===== src/rtl/pc_controller.sv =====
// Program counter and fetch sequencer: start/stall/redirect/flush/halt for one lane.
// ex_instruction carries the 4-bit ALU opcode; only BEQZ, BEQO and JAL affect control flow.
module pc_controller #(
    parameter int unsigned             ADDR_WIDTH   = 12,
    parameter logic [ADDR_WIDTH-1:0]   RESET_PC     = '0,
    parameter int unsigned             PC_STEP      = 1,
    parameter int unsigned             FLUSH_CYCLES = 2
) (
    input  logic                  clk,
    input  logic                  rst_n,
    input  logic                  start,
    input  logic [ADDR_WIDTH-1:0] start_pc,
    input  logic                  stall,
    input  logic                  halt_req,
    input  logic                  ex_valid,
    input  logic [3:0]            ex_instruction,
    input  logic [ADDR_WIDTH-1:0] ex_pc,
    input  logic [31:0]           ex_imm,
    input  logic [31:0]           ex_result,
    output logic [ADDR_WIDTH-1:0] pc,
    output logic                  fetch_valid,
    output logic                  squash,
    output logic                  redirect,
    output logic                  busy,
    output logic                  done
);

    // state  | meaning
    // IDLE   | out of reset, waiting for start
    // RUN    | fetching sequentially, evaluating control flow at execute
    // FLUSH  | redirected; squashing wrong-path instructions still in flight
    // HALTED | program finished, waiting for a restart
    typedef enum logic [1:0] {IDLE, RUN, FLUSH, HALTED} state_t;

    localparam logic [3:0]            OP_BEQZ = 4'hA;
    localparam logic [3:0]            OP_BEQO = 4'hB;
    localparam logic [3:0]            OP_JAL  = 4'hC;
    localparam logic [ADDR_WIDTH-1:0] STEP    = ADDR_WIDTH'(PC_STEP);
    localparam logic [2:0]            FLUSH_N = 3'(FLUSH_CYCLES);

    state_t                  state_q, state_d;
    logic [ADDR_WIDTH-1:0]   pc_q, pc_d;
    logic [2:0]              cnt_q, cnt_d;
    logic                    redirect_q, redirect_d;
    logic                    done_q, done_d;
    logic                    is_branch;
    logic                    taken;
    logic [ADDR_WIDTH-1:0]   target;
    logic                    active;

    always_ff @(posedge clk or negedge rst_n) begin
        if (!rst_n) begin
            state_q    <= IDLE;
            pc_q       <= RESET_PC;
            cnt_q      <= '0;
            redirect_q <= 1'b0;
            done_q     <= 1'b0;
        end else begin
            state_q    <= state_d;
            pc_q       <= pc_d;
            cnt_q      <= cnt_d;
            redirect_q <= redirect_d;
            done_q     <= done_d;
        end
    end

    always_comb begin
        state_d    = state_q;
        pc_d       = pc_q;
        cnt_d      = cnt_q;
        redirect_d = 1'b0;
        done_d     = 1'b0;
        is_branch  = (ex_instruction == OP_BEQZ) || (ex_instruction == OP_BEQO);
        active     = (state_q == RUN) || (state_q == FLUSH);
        taken      = (state_q == RUN) && ex_valid &&
                     ((is_branch && (ex_result == 32'd1)) || (ex_instruction == OP_JAL));
        target     = (ex_instruction == OP_JAL) ? ex_result[ADDR_WIDTH-1:0]
                                                : ex_pc + ex_imm[ADDR_WIDTH-1:0];

        unique case (state_q)
            IDLE, HALTED: begin
                if (start) begin
                    pc_d    = start_pc;
                    cnt_d   = '0;
                    state_d = RUN;
                end
            end
            RUN: begin
                if (taken) begin
                    pc_d       = target;
                    cnt_d      = FLUSH_N;
                    state_d    = FLUSH;
                    redirect_d = ~halt_req;
                end else if (!stall) begin
                    pc_d = pc_q + STEP;
                end
            end
            FLUSH: begin
                if (!stall) pc_d = pc_q + STEP;
                // Only consumed (live) wrong-path instructions count toward the flush.
                if (ex_valid) begin
                    cnt_d = cnt_q - 3'd1;
                    if (cnt_q <= 3'd1) state_d = RUN;
                end
            end
            default: state_d = IDLE;
        endcase

        // Halt overrides the state change but keeps any pc update above.
        if (active && halt_req) begin
            state_d = HALTED;
            done_d  = 1'b1;
        end
    end

    assign pc          = pc_q;
    assign busy        = (state_q == RUN) || (state_q == FLUSH);
    assign fetch_valid = busy && !stall;
    assign squash      = (state_q == FLUSH) && ex_valid;
    assign redirect    = redirect_q;
    assign done        = done_q;

endmodule


===== config.mk =====
export PLATFORM = sky130hd
export DESIGN_NAME = pc_controller
export DESIGN_NICKNAME = d
export VERILOG_FILES = /design/src/rtl/pc_controller.sv
export SDC_FILE = /design/constraint.sdc
export NUM_CORES = 1
export LEC_CHECK = 0
export CAP_MARGIN = 20
export CORE_MARGIN = 4
export CORE_UTILIZATION = 40
export DETAILED_ROUTE_END_ITERATION = 16
export GPL_TIMING_DRIVEN = 0
export PLACE_DENSITY = 0.82
export SYNTH_ARGS = -nofsm -noshare
export SYNTH_HDL_FRONTEND = slang
export SYNTH_SLANG_ARGS = --single-unit

===== constraint.sdc =====
create_clock -name clk -period 5.75 [get_ports clk]
set_input_delay 1.15 -clock clk [delete_from_list [all_inputs] [get_ports clk]]
set_output_delay 1.15 -clock clk [all_outputs]
set_load 0.03 [all_outputs]

==> results by group, run 1 <==
Run status
  – Status: complete, no violations

Drt
  – Total Wirelength: 6.50 mm
  – Post-route ant nets: 0
  – Drt wl/cell: 15.1 um
  – Vias per cell: 5.61
  – Number of detailed-route iterations in the first pass: 4
  – DR vias: 2408
  – DRC: 0
  – 1st-iter DRT viols: 118

Global routing
  – Vias in the first global route: 2282
  – Number of antenna violations at the first check in global routing: 0
  – Largest net degree at the start of global routing: 20
  – Tot GR Track Use: 20.3%
  – First-pass GRT wire length: 10.5 mm
  – Total grt overflow: 0

Timing
  – Setup violators final: 0
  – Normalized max-slew margin: between 40% and 50%
  – Final hold vios: 0
  – Slew Viols, Final: 0
  – Worst Max-Slew Pin Slew: 0.862 ns
  – Setup TNS: 0 ns
  – FMAX: between 0.2 and 0.3 GHz
  – Tmin final: about 3.8 ns
  – Final Cycle Share: 65.6%
  – Clk_skew: 0.00233 ns
  – Setup ws final: 1.98 ns
  – Unrepaired setup endpoints after global routing: no

Placement
  – Cells after DPL: 425
  – Pre-CTS setup slack: 2.06 ns
  – DP Wirelength: 5.43 mm
  – GPL Wtd Cong: 0.896
  – Port-buffer cells: 94

Power
  – Part of the power in registers: 23.9%
  – Internal: 544 uW
  – Comb pwr share: around two thirds
  – Psw: 495 uW
  – Pwr dens: 324 mW/mm^2
  – Clock power share: 9.2%
  – VDD IR max: 0.163 mV
  – Leak: between 1 and 1.5 nW
  – Total power: 1.04 mW
  – Switch share: 47.6%

Setup path
  – Critical path peak fanout: 10
  – Worst Path Required: approximately 4.6 ns
  – CP arrival: 2.62 ns
  – Worst setup path startpoint: state_q[0]
  – Reg-to-reg slack, setup: approximately 3.4 ns
  – Startpoint Class: flop
  – Setup crit end kind: output port
  – R2r startpoint: state_q[0]
  – Critical path type: flop to output port

Synth
  – Post-synth top cells: nand2_1, dfrtp_1, ha_1, o21ai_0, nor2_1
  – Cell count after synthesis: between 200 and 300
  – Syn nets: 376
  – Most frequent cell after synthesis: nand2_1
  – Post-synthesis sequential area ratio: 22.2%
  – Seq cells post-synth: 19
  – Post-synth EDFFs: 0
  – Async set or reset register ratio after synthesis: 100%
  – Syn Area/Cell: 8.19 um^2
  – Leading area contributor after synthesis: dfrtp_1
  – Mapped Area: 0.00214 mm^2
  – Synth unique cells: 59
  – Syn. warnings: 0
  – Top FF cell, synth: dfrtp_1
  – Synth area leaders: dfrtp_1, ha_1, mux2i_1
  – Post-synth top area share: 22.2%

Clock tree
  – Clock Latency Late Sink: approximately 0.26 ns
  – Worst-path clk slew: 0.07 ns
  – Resize count post-CTS: 0
  – CTS tree: built
  – H-tree depth: 1
  – Num CTS Buffers: 3
  – Root Driver: clkbuf_8
  – CTS Hold Bufs: 0
  – Clock sinks: 19
  – Setup bufs post-CTS: 0
  – CTS Buffer Depth: 2

Floorplanning
  – # rows: 26
  – Core region area: around 0.0051 mm^2
  – Boundary Pins: between 100 and 150
  – Starting density of the core: 41.6%
  – Die Height: 81.1 um
  – Die width: 81.1 um
  – Die Area: roughly 0.0066 mm^2

Worst hold path
  – Hold/Removal Path Class: flop to flop
  – Min-delay src: cnt_q[1]

Layout
  – Fin nets: 475
  – ANT cells: 0
  – Final std cells w/o fill: 429
  – Area growth from synthesis to layout: 50.3%
  – Share of layout cells above drive strength 1: under 10%
  – Post-layout util: 62.5%

Job
  – Max_cap viols: 0
[critical path, stage by stage (launching register included)]
cell	delay (ns)
dfrtp_1	0.39
inv_1	0.06
ha_1	0.40
clkbuf_1	0.39
clkbuf_1	0.41
nor2_1	0.10
clkdlybuf4s50_1	0.61
[cell type report]
class                      instances  area (um^2)
fill                             493         1930
sequential                        19          475
multi-input combinational        224         1590
buffer                             8         31.3
timing repair buffer              94          941
inverter                          10         37.5
clock buffer                       3         41.3
clock inverter                     1         5.00
tap                               70         87.6
[sequential cells by signal, indices dropped and copies added, names as in the netlist]
| register | flops |
|---|---|
| pc | 12 |
| cnt_q | 3 |
| state_q | 2 |
| done | 1 |
| redirect | 1 |
[stage by stage]
step,cell area [um^2],hold slack (ns)
final,3210,0.505
after detailed placement,3170,0.494
after CTS,3210,0.511
after global routing,3210,0.530
after global placement,3170,0.480
after floorplan,2140,0.450
[logic make-up (layout without fill, tap and decap cells)]
logic type | Yosys count | count (layout) | synth area share, %
multiplexers | 16 | 16 | 7.90
AND/OR/NAND/NOR | 106 | 106 | 27.9
AO/OA/AOI/OAI | 68 | 68 | 21.5
flip-flops | 19 | 19 | 22.2
XOR/XNOR | 17 | 17 | 6.96
buffers and inverters | 18 | 116 | 3.22
adder cells (fa/ha/maj) | 17 | 17 | 10.3
[routing by layer]
metal	vias to the layer above	wire length (um)	part of all wire, %	track usage [%]
li1	1193	-	-	-
met1	1118	2800	43	26.6
met2	88	3110	48	34.6
met3	9	463	7.1	2.22
met4	0	117	1.8	6.76
met5	-	0	0	0
[power groups by stage]
stage	Sequential (mW)	Clock, mW	Combinational [mW]
floorplan	0.319	0	0.364
global placement	0.249	0	0.672
detailed placement	0.250	0	0.691
CTS	0.249	0.0969	0.692
global route	0.258	0.0998	0.758
finish	0.249	0.0955	0.695
[path summary, 6_finish.rpt]
| kind | depth (start not counted) | end |
|---|---|---|
| worst max register to register | 8 | pc[4] |
| worst min register to register | 2 | cnt_q[1] |
| worst min-delay path | 2 | cnt_q[1] |
| max in group asynchronous | 1 | pc[3] |
| worst max-delay path | 6 | fetch_valid |
| min in group asynchronous | 1 | cnt_q[1] |
[cells in the final DEF (no fill, tap or decap), types with 3 or more instances in the layout]
master,n
nand4_1,3
mux2_2,7
a31oi_1,5
nand2b_1,6
xnor2_1,9
clkdlybuf4s50_1,94
o21ai_0,16
nor3_1,9
a211oi_1,5
a22oi_1,4
or3_1,3
ha_1,16
a21oi_1,10
nand3_1,13
dfrtp_1,19
mux2i_1,9
clkbuf_1,5
nor4_1,7
a21o_1,5
o22ai_1,3
nand2_1,21
xor2_1,8
nor2_1,15
and3_1,6
inv_1,10
nor3b_1,5
clkbuf_8,3
(Power assumes the default switching activity.)
==> inputs of run 2 (changes only) <==
==> constraint.sdc (replaced) <==
create_clock -name clk -period 3.6 [get_ports clk]
set_input_delay 0.72 -clock clk [delete_from_list [all_inputs] [get_ports clk]]
set_output_delay 0.72 -clock clk [all_outputs]
set_load 0.03 [all_outputs]
==> results of run 2 <==
The final DEF is identical to that of run 1. Status: complete, no violations.
Among the figures that moved: setup slack after placement 2.06 ns -> 0.469 ns; setup slack after layout 1.98 ns -> 0.259 ns; register-to-register setup slack 3.36 ns -> 1.21 ns; total power 1.04 mW -> 1.66 mW; worst IR drop on VDD 0.163 mV -> 0.261 mV
==> inputs of run 3 (changes only) <==
--- a/config.mk
+++ b/config.mk
@@ -6,8 +6,10 @@
 export NUM_CORES = 1
 export LEC_CHECK = 0
 export CAP_MARGIN = 20
+export CORE_ASPECT_RATIO = 2
 export CORE_MARGIN = 4
 export CORE_UTILIZATION = 40
+export CTS_CLUSTER_SIZE = 24
 export DETAILED_ROUTE_END_ITERATION = 16
 export GPL_TIMING_DRIVEN = 0
 export PLACE_DENSITY = 0.82
==> results by group, run 3 (synthesis gave the netlist of run 1 again) <==
Run status
  – Status: complete, no violations (unchanged)

Power
  – Leak: 1.29 nW (about the same)
  – Switch share: 47.9% (was 47.6%)
  – Psw: 802 uW (was 791 uW)
  – Internal: 872 uW (was 870 uW)
  – Comb pwr share: 66.7% (was 66.9%)
  – Clock power share: 9.2% (about the same)
  – Total power: 1.67 mW (was 1.66 mW)
  – VDD IR max: 0.336 mV (was 0.261 mV)
  – Part of the power in registers: 24.1% (was 23.9%)
  – Pwr dens: 524 mW/mm^2 (was 517 mW/mm^2)

Job
  – Max_cap viols: 0 (unchanged)

Setup path
  – Setup crit end kind: output port (unchanged)
  – R2R depth: 8 (unchanged)
  – CP arrival: 2.64 ns (was 2.62 ns)
  – CP dominant cell by count: clkbuf_1 (unchanged)
  – Slowest stage delay, CP: 0.61 ns (about the same)
  – Cell family with most CP delay: buffers and inverters (unchanged)
  – Slowest-stage cell, CP: clkdlybuf4s50_1 (unchanged)
  – CP cell instances: inv_1 > ha_1 > clkbuf_1 > clkbuf_1 > nor2_1 > clkdlybuf4s50_1 (unchanged)
  – Worst Path Required: 2.88 ns (about the same)
  – Startpoint Class: flop (unchanged)
  – WP depth: 6 (unchanged)
  – Buffers and inverters on the worst path: 4 (unchanged)
  – Critical path type: flop to output port (unchanged)
  – Critical path peak fanout: 10 (unchanged)

Placement
  – Pre-CTS setup slack: 0.378 ns (was 0.469 ns)
  – GPL Wtd Cong: 0.866 (was 0.896)
  – Port-buffer cells: 94 (unchanged)
  – DP Wirelength: 5.85 mm (was 5.43 mm)

Layout
  – Register area: 475 um^2 (unchanged)
  – Share of layout cells above drive strength 1: 6.13% (was 6.41%)
  – ANT cells: 0 (unchanged)
  – Most frequent cells in the layout: clkdlybuf4s50_1, nand2_1, dfrtp_1 (unchanged)
  – Fill cells: 477 (was 493)
  – Area growth from synthesis to layout: 49.5% (was 50.3%)
  – Fin nets: 475 (unchanged)
  – Area occupied by multi-input gates: 0.00159 mm^2 (unchanged)
  – Max FFs per register: 12 (unchanged)
  – Commonest non-fill, non-tap cell in the layout: clkdlybuf4s50_1 (unchanged)
  – Post-layout util: 61.7% (was 62.5%)

Timing
  – Setup TNS: 0 ns (unchanged)
  – Clk_skew: 0.00566 ns (was 0.00233 ns)
  – Final hold vios: 0 (unchanged)
  – Unrepaired setup endpoints after global routing: no (unchanged)
  – Slew Viols, Final: 0 (unchanged)
  – FMAX: 0.297 GHz (was 0.299 GHz)
  – Setup ws final: 0.237 ns (was 0.259 ns)
  – Tmin final: 3.36 ns (was 3.34 ns)
  – Setup violators final: 0 (unchanged)
  – Worst Max-Slew Pin Slew: 0.888 ns (was 0.862 ns)
  – Normalized max-slew margin: 40.6% (was 42.4%)
  – Final Cycle Share: 93.4% (was 92.8%)

Clock tree
  – Root Driver: clkbuf_8 (unchanged)
  – Resize count post-CTS: 0 (unchanged)
  – CTS Hold Bufs: 0 (unchanged)
  – Clock Latency Late Sink: 0.26 ns (about the same)
  – Clock sinks: 19 (unchanged)
  – Worst-path clk slew: 0.08 ns (was 0.07 ns)
  – CTS tree: built (unchanged)
  – Setup bufs post-CTS: 0 (unchanged)
  – H-tree depth: 1 (unchanged)
  – CTS Buffer Depth: 2 (unchanged)
  – Num CTS Buffers: 3 (unchanged)

Floorplanning
  – Die Area: 0.00665 mm^2 (was 0.00658 mm^2)
  – Die width: 59.7 um (was 81.1 um)
  – Core region area: 0.00518 mm^2 (was 0.00514 mm^2)
  – Boundary Pins: 115 (unchanged)
  – Starting density of the core: 41.2% (was 41.6%)
  – # rows: 37 (was 26)
  – Die Height: 111 um (was 81.1 um)

Global routing
  – Largest net degree at the start of global routing: 20 (unchanged)
  – Number of antenna violations at the first check in global routing: 0 (unchanged)
  – Total grt overflow: 0 (unchanged)
  – Vias in the first global route: 2548 (was 2282)
  – Tot GR Track Use: 21.6% (was 20.3%)
  – First-pass GRT wire length: 11.3 mm (was 10.5 mm)

Worst hold path
  – Hold path depth: 2 (unchanged)
  – Hold/Removal Path Class: flop to flop (unchanged)

Drt
  – Number of detailed-route iterations in the first pass: 4 (unchanged)
  – Drt wl/cell: 16.4 um (was 15.1 um)
  – DR vias: 2392 (was 2408)
  – DRC: 0 (unchanged)
  – Total Wirelength: 6.84 mm (was 6.50 mm)
  – Vias per cell: 5.74 (was 5.61)
  – Post-route ant nets: 0 (unchanged)
  – 1st-iter DRT viols: 72 (was 118)
-- run 3: changes by cell type in the layout (fill, tap and decap cells not counted), sizes merged --
| cell | change |
|---|---|
| clkbuf | +1 |
| clkinv | -1 |
-- run 3: worst min-delay path, cell delays in order (launching register included) --
cell and delay, ns:
dfrtp_1 0.35, nand2_1 0.05, o21ai_0 0.07
-- run 3: power by group through the flow --
stage | logic [mW] | registers (mW) | clock network [mW]
3_3_place_gp | 1.09 | 0.402 | 0
5_1_grt | 1.21 | 0.417 | 0.161
4_1_cts | 1.12 | 0.403 | 0.154
6_report | 1.12 | 0.404 | 0.154
2_1_floorplan | 0.582 | 0.510 | 0
3_5_place_dp | 1.11 | 0.407 | 0
-- run 3: metrics by stage --
stage / hold WS (ns) / cells / area, um^2
after floorplan: 0.424 / 261 / 2140
after global placement: 0.467 / 413 / 3150
after detailed placement: 0.495 / 413 / 3150
after CTS: 0.512 / 417 / 3200
after global routing: 0.527 / 417 / 3200
final: 0.506 / 417 / 3200
-- run 3: final timing paths --
check | startpoint | to | slack, ns
max | state_q[0] | fetch_valid | 0.24
min reg2reg | cnt_q[1] | cnt_q[1] | 0.51
min | cnt_q[1] | cnt_q[1] | 0.51
min in group asynchronous | rst_n | cnt_q[1] | 0.95
max in group asynchronous | rst_n | done | 2.09
max reg2reg | state_q[0] | pc[3] | 1.21
-- run 3: area by class of cell --
| type | count | share of cell area, % |
|---|---|---|
| clock buffer | 4 | 1.41 |
| multi-input combinational | 224 | 49.9 |
| buffer | 8 | 0.978 |
| tap | 58 | 2.27 |
| sequential | 19 | 14.9 |
| inverter | 10 | 1.17 |
| timing repair buffer | 94 | 29.4 |
-- run 3: per-layer routing --
layer,vias up,GRT usage [%],wire (um),share of wire (%)
li1,1191,-,-,-
met1,1097,22.1,2370,35
met2,87,40.1,3950,58
met3,17,1.86,292,4.3
met4,0,11.5,235,3.4
met5,-,0,0,0
